File: src/rtl/div_pkg.sv
// Shared opcode/state encodings and opcode classification helpers for the
// iterative RV32M divide stage.
package div_pkg;

    typedef enum logic [1:0] {
        DIV_OP_DIV  = 2'd0,
        DIV_OP_DIVU = 2'd1,
        DIV_OP_REM  = 2'd2,
        DIV_OP_REMU = 2'd3
    } div_op_t;

    typedef enum logic [1:0] {
        DIV_IDLE = 2'd0,
        DIV_CALC = 2'd1,
        DIV_DONE = 2'd2
    } div_state_t;

    function automatic logic is_signed(div_op_t op);
        return (op == DIV_OP_DIV) || (op == DIV_OP_REM);
    endfunction

    function automatic logic is_rem(div_op_t op);
        return (op == DIV_OP_REM) || (op == DIV_OP_REMU);
    endfunction

endpackage

File: src/rtl/div_step.sv
// One restoring-division iteration: shift {rem,quo} left, trial-subtract the
// divisor from the XLEN+1 bit partial remainder, commit when it fits.
module div_step #(
    parameter int XLEN = 32
) (
    input  logic [XLEN-1:0] rem,
    input  logic [XLEN-1:0] quo,
    input  logic [XLEN-1:0] divisor,
    output logic [XLEN-1:0] rem_next,
    output logic [XLEN-1:0] quo_next
);

    logic [XLEN:0]   shifted;
    logic [XLEN-1:0] diff;
    logic            fits;

    assign shifted = {rem, quo[XLEN-1]};
    assign fits    = shifted >= {1'b0, divisor};
    // When the subtraction fits, the true difference is below the divisor,
    // so the low XLEN bits of the modular difference are exact.
    assign diff    = shifted[XLEN-1:0] - divisor;

    assign rem_next = fits ? diff : shifted[XLEN-1:0];
    assign quo_next = {quo[XLEN-2:0], fits};

endmodule

File: src/rtl/iter_div_stage.sv
// Multi-cycle DIV/DIVU/REM/REMU execute stage; stalls upstream while busy and
// hands its registered result to writeback with a valid/stall handshake.
module iter_div_stage
    import div_pkg::*;
#(
    parameter int XLEN  = 32,
    parameter int TAG_W = 5
) (
    input  logic             clk,
    input  logic             reset,
    input  logic             flush,
    input  div_op_t          op_in,
    input  logic [XLEN-1:0]  a_in,
    input  logic [XLEN-1:0]  b_in,
    input  logic [TAG_W-1:0] tag_in,
    input  logic             input_valid,
    output logic             stall_out,
    output logic [XLEN-1:0]  result_out,
    output logic [TAG_W-1:0] tag_out,
    output logic             valid_out,
    input  logic             stall_in
);

    localparam int CW = $clog2(XLEN);
    localparam logic [XLEN-1:0] MIN_NEG = {1'b1, {(XLEN-1){1'b0}}};

    div_state_t       state, state_next;
    logic [CW-1:0]    cnt;
    div_op_t          op_q;
    logic [TAG_W-1:0] tag_q;
    logic [XLEN-1:0]  rem_q, quo_q, dvsr_q, result_q;
    logic             neg_quo_q, neg_rem_q;

    logic             accept, a_neg, b_neg, div_zero, ovf, special;
    logic [XLEN-1:0]  a_abs, b_abs, special_res;
    logic [XLEN-1:0]  step_rem, step_quo, fix_quo, fix_rem, final_res;

    // Operand classification for the op being offered this cycle.
    assign accept      = (state == DIV_IDLE) && input_valid && !flush;
    assign a_neg       = is_signed(op_in) && a_in[XLEN-1];
    assign b_neg       = is_signed(op_in) && b_in[XLEN-1];
    assign a_abs       = a_neg ? -a_in : a_in;
    assign b_abs       = b_neg ? -b_in : b_in;
    assign div_zero    = (b_in == '0);
    assign ovf         = is_signed(op_in) && (a_in == MIN_NEG) && (b_in == '1);
    assign special     = div_zero || ovf;
    assign special_res = div_zero ? (is_rem(op_in) ? a_in : '1)
                                  : (is_rem(op_in) ? '0   : a_in);

    div_step #(.XLEN(XLEN)) u_step (
        .rem      (rem_q),
        .quo      (quo_q),
        .divisor  (dvsr_q),
        .rem_next (step_rem),
        .quo_next (step_quo)
    );

    // Sign fixups are applied to the final step's output so DONE holds the answer.
    assign fix_quo   = neg_quo_q ? -step_quo : step_quo;
    assign fix_rem   = neg_rem_q ? -step_rem : step_rem;
    assign final_res = is_rem(op_q) ? fix_rem : fix_quo;

    always_comb begin
        state_next = state;
        case (state)
            DIV_IDLE: if (accept) state_next = special ? DIV_DONE : DIV_CALC;
            DIV_CALC: begin
                if (flush)           state_next = DIV_IDLE;
                else if (cnt == '0)  state_next = DIV_DONE;
            end
            DIV_DONE: if (flush || !stall_in) state_next = DIV_IDLE;
            default:  state_next = DIV_IDLE;
        endcase
    end

    always_ff @(posedge clk) begin
        if (reset) begin
            state     <= DIV_IDLE;
            cnt       <= '0;
            op_q      <= DIV_OP_DIV;
            tag_q     <= '0;
            rem_q     <= '0;
            quo_q     <= '0;
            dvsr_q    <= '0;
            result_q  <= '0;
            neg_quo_q <= 1'b0;
            neg_rem_q <= 1'b0;
        end else begin
            state <= state_next;
            if (accept) begin
                op_q  <= op_in;
                tag_q <= tag_in;
                if (special) begin
                    result_q <= special_res;
                end else begin
                    rem_q     <= '0;
                    quo_q     <= a_abs;
                    dvsr_q    <= b_abs;
                    cnt       <= CW'(XLEN - 1);
                    neg_quo_q <= a_neg ^ b_neg;
                    neg_rem_q <= a_neg;
                end
            end else if (state == DIV_CALC && !flush) begin
                rem_q <= step_rem;
                quo_q <= step_quo;
                if (cnt == '0) result_q <= final_res;
                else           cnt      <= cnt - 1'b1;
            end
        end
    end

    // stall_out must stay purely registered: upstream valid depends on it.
    assign stall_out  = (state != DIV_IDLE);
    assign valid_out  = (state == DIV_DONE) && !stall_in && !reset && !flush;
    assign result_out = result_q;
    assign tag_out    = tag_q;

endmodule
File: config.mk
export PLATFORM = sky130hd
export DESIGN_NAME = iter_div_stage
export DESIGN_NICKNAME = d
export VERILOG_FILES = /design/src/rtl/div_pkg.sv /design/src/rtl/div_step.sv /design/src/rtl/iter_div_stage.sv
export SDC_FILE = /design/constraint.sdc
export NUM_CORES = 1
export LEC_CHECK = 0
export ABC_AREA = 0
export CORE_MARGIN = 5
export CORE_UTILIZATION = 45
export DETAILED_ROUTE_END_ITERATION = 10
export PLACE_DENSITY = 0.65
export SYNTH_ARGS = -nofsm -noshare
export SYNTH_HDL_FRONTEND = slang
export SYNTH_SLANG_ARGS = --single-unit
File: constraint.sdc
create_clock -name clk -period 5.4 [get_ports clk]
set_input_delay 0.54 -clock clk [delete_from_list [all_inputs] [get_ports clk]]
set_output_delay 0.54 -clock clk [all_outputs]
set_load 0.02 [all_outputs]
==> Yosys cells after proc, flatten, opt, wreduce, memory -nomap -nowiden <==
Cells that the tools add are included.
{ "op_classes": {"n_reduce_logical": 30, "muxes": 29, "order_cmp": 1, "bitwise_logic": 2, "n_addsub": 6, "eq_ne": 14} }
{ "ops": {"columns": ["operator", "n"], "rows": [
  ["$mux W32", 19],
  ["$neg A32 Y32", 4],
  ["$eq A32 B32 Y1 const B", 2],
  ["$ge A33 B32 Y1", 1],
  ["$logic_not A32 Y1", 1],
  ["$sub A32 B32 Y32", 1],
  ["$mux W5", 4],
  ["$eq A2 B2 Y1 const B", 5],
  ["$logic_and A1 B1 Y1", 10],
  ["$mux W2", 5],
  ["$reduce_and A3 Y1", 3],
  ["$ne A2 B2 Y1 const B", 4],
  ["$pmux W2 S3", 1],
  ["$reduce_bool A2 Y1", 3],
  ["$logic_not A5 Y1", 1],
  ["$logic_or A1 B1 Y1", 5],
  ["$sub A5 B1 Y5 const B", 1],
  ["$logic_not A2 Y1", 2],
  ["$reduce_and A2 Y1", 2],
  ["$logic_not A1 Y1", 3],
  ["$ne A3 B3 Y1 const B", 1],
  ["$eq A2 B1 Y1 const B", 1],
  ["$ne A2 B1 Y1 const B", 1],
  ["$not A1 Y1", 1],
  ["$xor A1 B1 Y1", 1]
]} }
{ "totals": {"reg_bits": 144, "wordCells": 92, "input_bits": 76} }

==> Logic depth before layout (Yosys ltp) <==
{ "logic_depth": {"ltp_word": 8, "depth_mapped": 24} }

==> Cells and area by module <==
Synthesis repeated with hierarchy kept, for this count alone.
{ "unflattened": {"hier_cells": 1453, "area_unflattened_um2": 11352.1} }
{ "modules_own_cells": {"columns": ["mod", "cells_each", "area_each_um2", "instances"], "rows": [
  ["iter_div_stage", 1120, 8916.1, 1],
  ["div_step", 333, 2436.1, 1]
]} }

==> Least setup slack after synthesis <==
No wires, ideal clock.
{ "synth_path": {"path_type": "reg-to-reg", "startpoint": "register rem_q[9]", "endpoint": "register result_q[26] (netlist: result_out[26])", "path_buffers": 4, "t_arrival_ns": 4.478, "t_required_ns": 5.333, "setup_ns": 0.067, "stages_incl_launch_ff": 21, "setup_slack_ns": 0.855, "cell_sequence": "dfxtp_1 -> ha_1 -> buf_2 -> and4_4 -> and3_1 -> o2111ai_2 -> a31oi_2 -> or2_1 -> buf_6 -> buf_2 -> clkbuf_1 -> mux2i_1 -> ha_1 -> nand2b_1 -> nor4_1 -> a32oi_1 -> a221oi_4 -> o2111ai_4 -> o311a_1 -> o31a_1 -> o21ai_2"} }
{ "synth_via": {"elab_chain_cells": 8} }
{ "synth_rtl": {"columns": ["element", "line_no", "rtl"], "rows": [
  ["start, declared", "iter_div_stage.sv:31", "logic [XLEN-1:0] rem_q, quo_q, dvsr_q, result_q;"],
  ["start signal, assigned", "iter_div_stage.sv:104", "rem_q <= step_rem;"],
  ["$sub A32 B32 Y32 / $ge A33 B32 Y1 (equally long branches)", "div_step.sv:21, div_step.sv:18", null],
  ["$mux W32", "div_step.sv:23", "assign rem_next = fits ? diff : shifted[XLEN-1:0];"],
  ["$neg A32 Y32", "iter_div_stage.sv:60", "assign fix_rem = neg_rem_q ? -step_rem : step_rem;"],
  ["$mux W32", "iter_div_stage.sv:60", null],
  ["$mux W32 *", "iter_div_stage.sv:61", "assign final_res = is_rem(op_q) ? fix_rem : fix_quo;"],
  ["$mux W32 *", "iter_div_stage.sv:106", "if (cnt == '0) result_q <= final_res;"],
  ["$mux W32 *", "iter_div_stage.sv:103", "end else if (state == DIV_CALC && !flush) begin"],
  ["$mux W32 *", "iter_div_stage.sv:90", "if (accept) begin"],
  ["end signal, assigned", "iter_div_stage.sv:94", "result_q <= special_res;"],
  ["end signal, assigned", "iter_div_stage.sv:106", null],
  ["end, declared", "iter_div_stage.sv:31", null]
]} }
Mark *: on every way between the ends. The rest lies on a longest branch, timed or not. The select of a mux whose other input is x is not followed.
A chain may end at the register's enable or synchronous reset.

==> Worst setup path in the final report <==
{ "layout_path": {"startpoint": "register rem_q[19]", "endpoint": "register result_q[24] (netlist: result_out[24])"} }
The elaborated chain is that of the path after synthesis.

==> out/metrics.cfg <==
[clocking]
cts_tree=yes
cts-root-buf=clkbuf_16
clk-insertion-delay-late_ns=0.44
ctsHoldBuffers=0
path_clk_slew_ns=0.07
clock_sinks=143
numCtsBuffers=17
cts_max_level=4
clockBufferDepth=2
post_cts_buffers=0
cts_resized=0

[detailed_routing]
drc=0
drt-total-wl_mm=43.36
route.vias.total=12690
drtPass1Iterations=6
drt_iter0_drc=1547
ant_nets=0
drt-wirelength-per-cell_um=21.44
viasPerCell=6.277

[critical_path]
worstSetupPathType=flip-flop to flip-flop
cp.arrival_ns=5.26
cp-end-kind=flip-flop
critPathRequiredTime_ns=5.70
ff2ff_path_depth=15
start_kind=flip-flop
worst-path-max-fanout=36

[pwr]
power_density_mw_per_mm2=233.6
peakVddDrop_mv=0.1477
p_total_mw=3.209
p_leak_nw=5.013

[cells_and_area]
fin_area_mm2=0.01373
num-fill-cells=2553
drive_gt1_share_pct=5.572
nets=1790
syn2layout_area_growth_pct=15.74
num_antenna_cells=0

[sta]
hold_viol_final=0
period_share_pct=91.87
finalSetupTns_ns=0
max_slew_margin_pct=28.33
tightest_slew_ns=1.074
setup_viol=0
clock_skew_ns=0.01301
rsz0062_at_grt=no
fmax_mhz=201.6
fin_ws_ns=0.4390
fin_crit_ns=4.961
slew_viol_final=0

[die]
io_pins=115
design.die.area_mm2=0.02971
coreArea_mm2=0.02598
row_count=59
start_util_pct=45.66
die_w_um=172.4
die_h_um=172.4

[grt]
antenna_found_initial=1
grt_start_max_net_pins=76
grt_pass1_wl_mm=65.51
grt_overflow=0
grt.total_usage_pct=28.19
grt_pass1_vias=11310

[synthesis]
synth.distinct_cells=91
synth_edf_count=0
mappedNetlistArea_mm2=0.01187
synth_cells=1628
synth_fp_nets=1744
synth.avg_cell_area_um2=7.288
synth_top_flop_cell=dfxtp_1
yosysWarnings=0
ys_seq_elements=143
synthArstFlopShare_pct=0
ys_seq_area_share_pct=24.13

[flow_run]
maxCapViolations=0

[place]
placed_area_mm2=0.01318
port_buffers=114
hpwl_mm=32.70
globalplace.congestion=0.9731
dpl_worst_slack_ns=0.4451

[min_path]
min_path_type=flip-flop to flip-flop
hold-path-cell-count=2

[run_status]
outcome=complete, no violations

through the flow:
stage                     util [%]  hold WS [ns]  cells
after floorplan                  -        0.4319   1628
after detailed placement     50.71        0.4481   1990
after global placement       50.71        0.4399   1990
final                        52.85        0.4544   2022
after CTS                    52.85        0.4564   2022
after global routing         52.85        0.4790   2022
per-layer routing:
| metal | vias up | global-route usage, % | wire length [um] | share of wire, % |
|---|---|---|---|---|
| li1 | 6030 | - | - | - |
| met1 | 5999 | 40.92 | 19310 | 45 |
| met2 | 593 | 42.92 | 19050 | 44 |
| met3 | 68 | 4.847 | 3967 | 9.1 |
| met4 | 2 | 7.997 | 1015 | 2.3 |
| met5 | - | 0 | 12 | 0.028 |
cells by family (layout without fill, tap and decap cells):
kind of cell,count (synthesis),in the layout,synth area share [%]
buffers and inverters,159,218,5.441
XOR/XNOR,127,127,9.375
flip-flops,143,143,24.13
multiplexers,22,22,1.930
adder cells (fa/ha/maj),64,64,6.306
AND/OR/NAND/NOR,611,611,24.54
AO/OA/AOI/OAI,502,502,28.28
final timing paths:
| kind | from | slack (ns) | endpoint |
|---|---|---|---|
| setup / recovery | rem_q[19] | 0.44 | result_out[24] |
| hold / removal | result_out[0] | 0.45 | result_out[0] |
| setup reg to reg | rem_q[19] | 0.44 | result_out[24] |
| hold reg to reg | result_out[0] | 0.45 | result_out[0] |
flip-flops by register name (all words and copies together), names as in the netlist, 2 cells and up:
| signal | count |
|---|---|
| cnt | 5 |
| tag_out | 5 |
| dvsr_q | 32 |
| result_out | 32 |
| rem_q | 32 |
| state | 2 |
| quo_q | 32 |
cells in the final DEF (no fill, tap or decap), types with 12 or more instances in the layout:
master	synthesis	layout
nor2_1	241	240
dfxtp_1	143	143
a21oi_1	139	139
nand2_1	134	133
clkdlybuf4s50_1	0	113
a211oi_1	88	88
o21ai_0	81	81
xor2_1	70	70
xnor2_1	57	57
inv_1	48	48
nor3_1	43	43
ha_1	39	39
a31oi_1	25	25
nand3_1	24	24
maj3_1	24	24
o31ai_1	23	23
nor4_1	22	21
buf_4	2	20
nand4_1	17	17
clkbuf_16	0	17
o211ai_1	16	16
a21o_1	15	15
and2_1	15	15
nand2b_1	15	15
mux2i_1	15	15
or4_1	15	15
or3_1	15	15
a22oi_1	14	14
o41ai_1	14	14
and3_1	13	13
nor2b_1	12	12
worst max-delay path: stages (launching register included):
cell and delay [ns]:
dfxtp_1 0.45, ha_1 0.37, a21oi_1 0.25, o21ai_1 0.20
a211oi_1 0.45, o21ai_1 0.17, or2_1 0.32, inv_4 0.32
ha_1 0.24, nand2b_1 0.11, nand2b_1 0.27, or3_1 0.50
o31ai_1 0.31, xnor2_1 0.10, o311ai_1 0.56, o21ai_0 0.18
area by class of cell:
class | count | area [um^2] | area share (%)
flip-flops and latches | 143 | 2863 | 20.85
repair buffers | 135 | 1321 | 9.621
well taps | 335 | 419.2 | 3.052
clock buffers | 18 | 439.2 | 3.198
clock inverters | 14 | 117.6 | 0.8564
inverters | 51 | 193.9 | 1.412
multi-input cells | 1326 | 8379 | 61.01
power by group:
part | switching, mW | internal, mW | leakage, nW | total [mW]
sequential | 0.0355 | 1.10 | 1.16 | 1.13
combinational | 0.585 | 0.337 | 3.58 | 0.922
clock | 0.540 | 0.616 | 0.273 | 1.16
synth_stat cells, drive strengths merged (26+ instances only):
library cell	count	area, um^2
ha	39	488.0
a211oi	89	673.1
a31oi	26	168.9
nand2	134	503.0
inv	49	186.4
xnor2	57	499.2
nor3	44	225.2
nor2	242	910.9
xor2	70	613.1
a21oi	139	695.7
dfxtp	143	2863
clkbuf	74	277.8
o21ai	90	454.2
buf	34	173.9
Note: power is estimated with default switching activity, not from simulation.
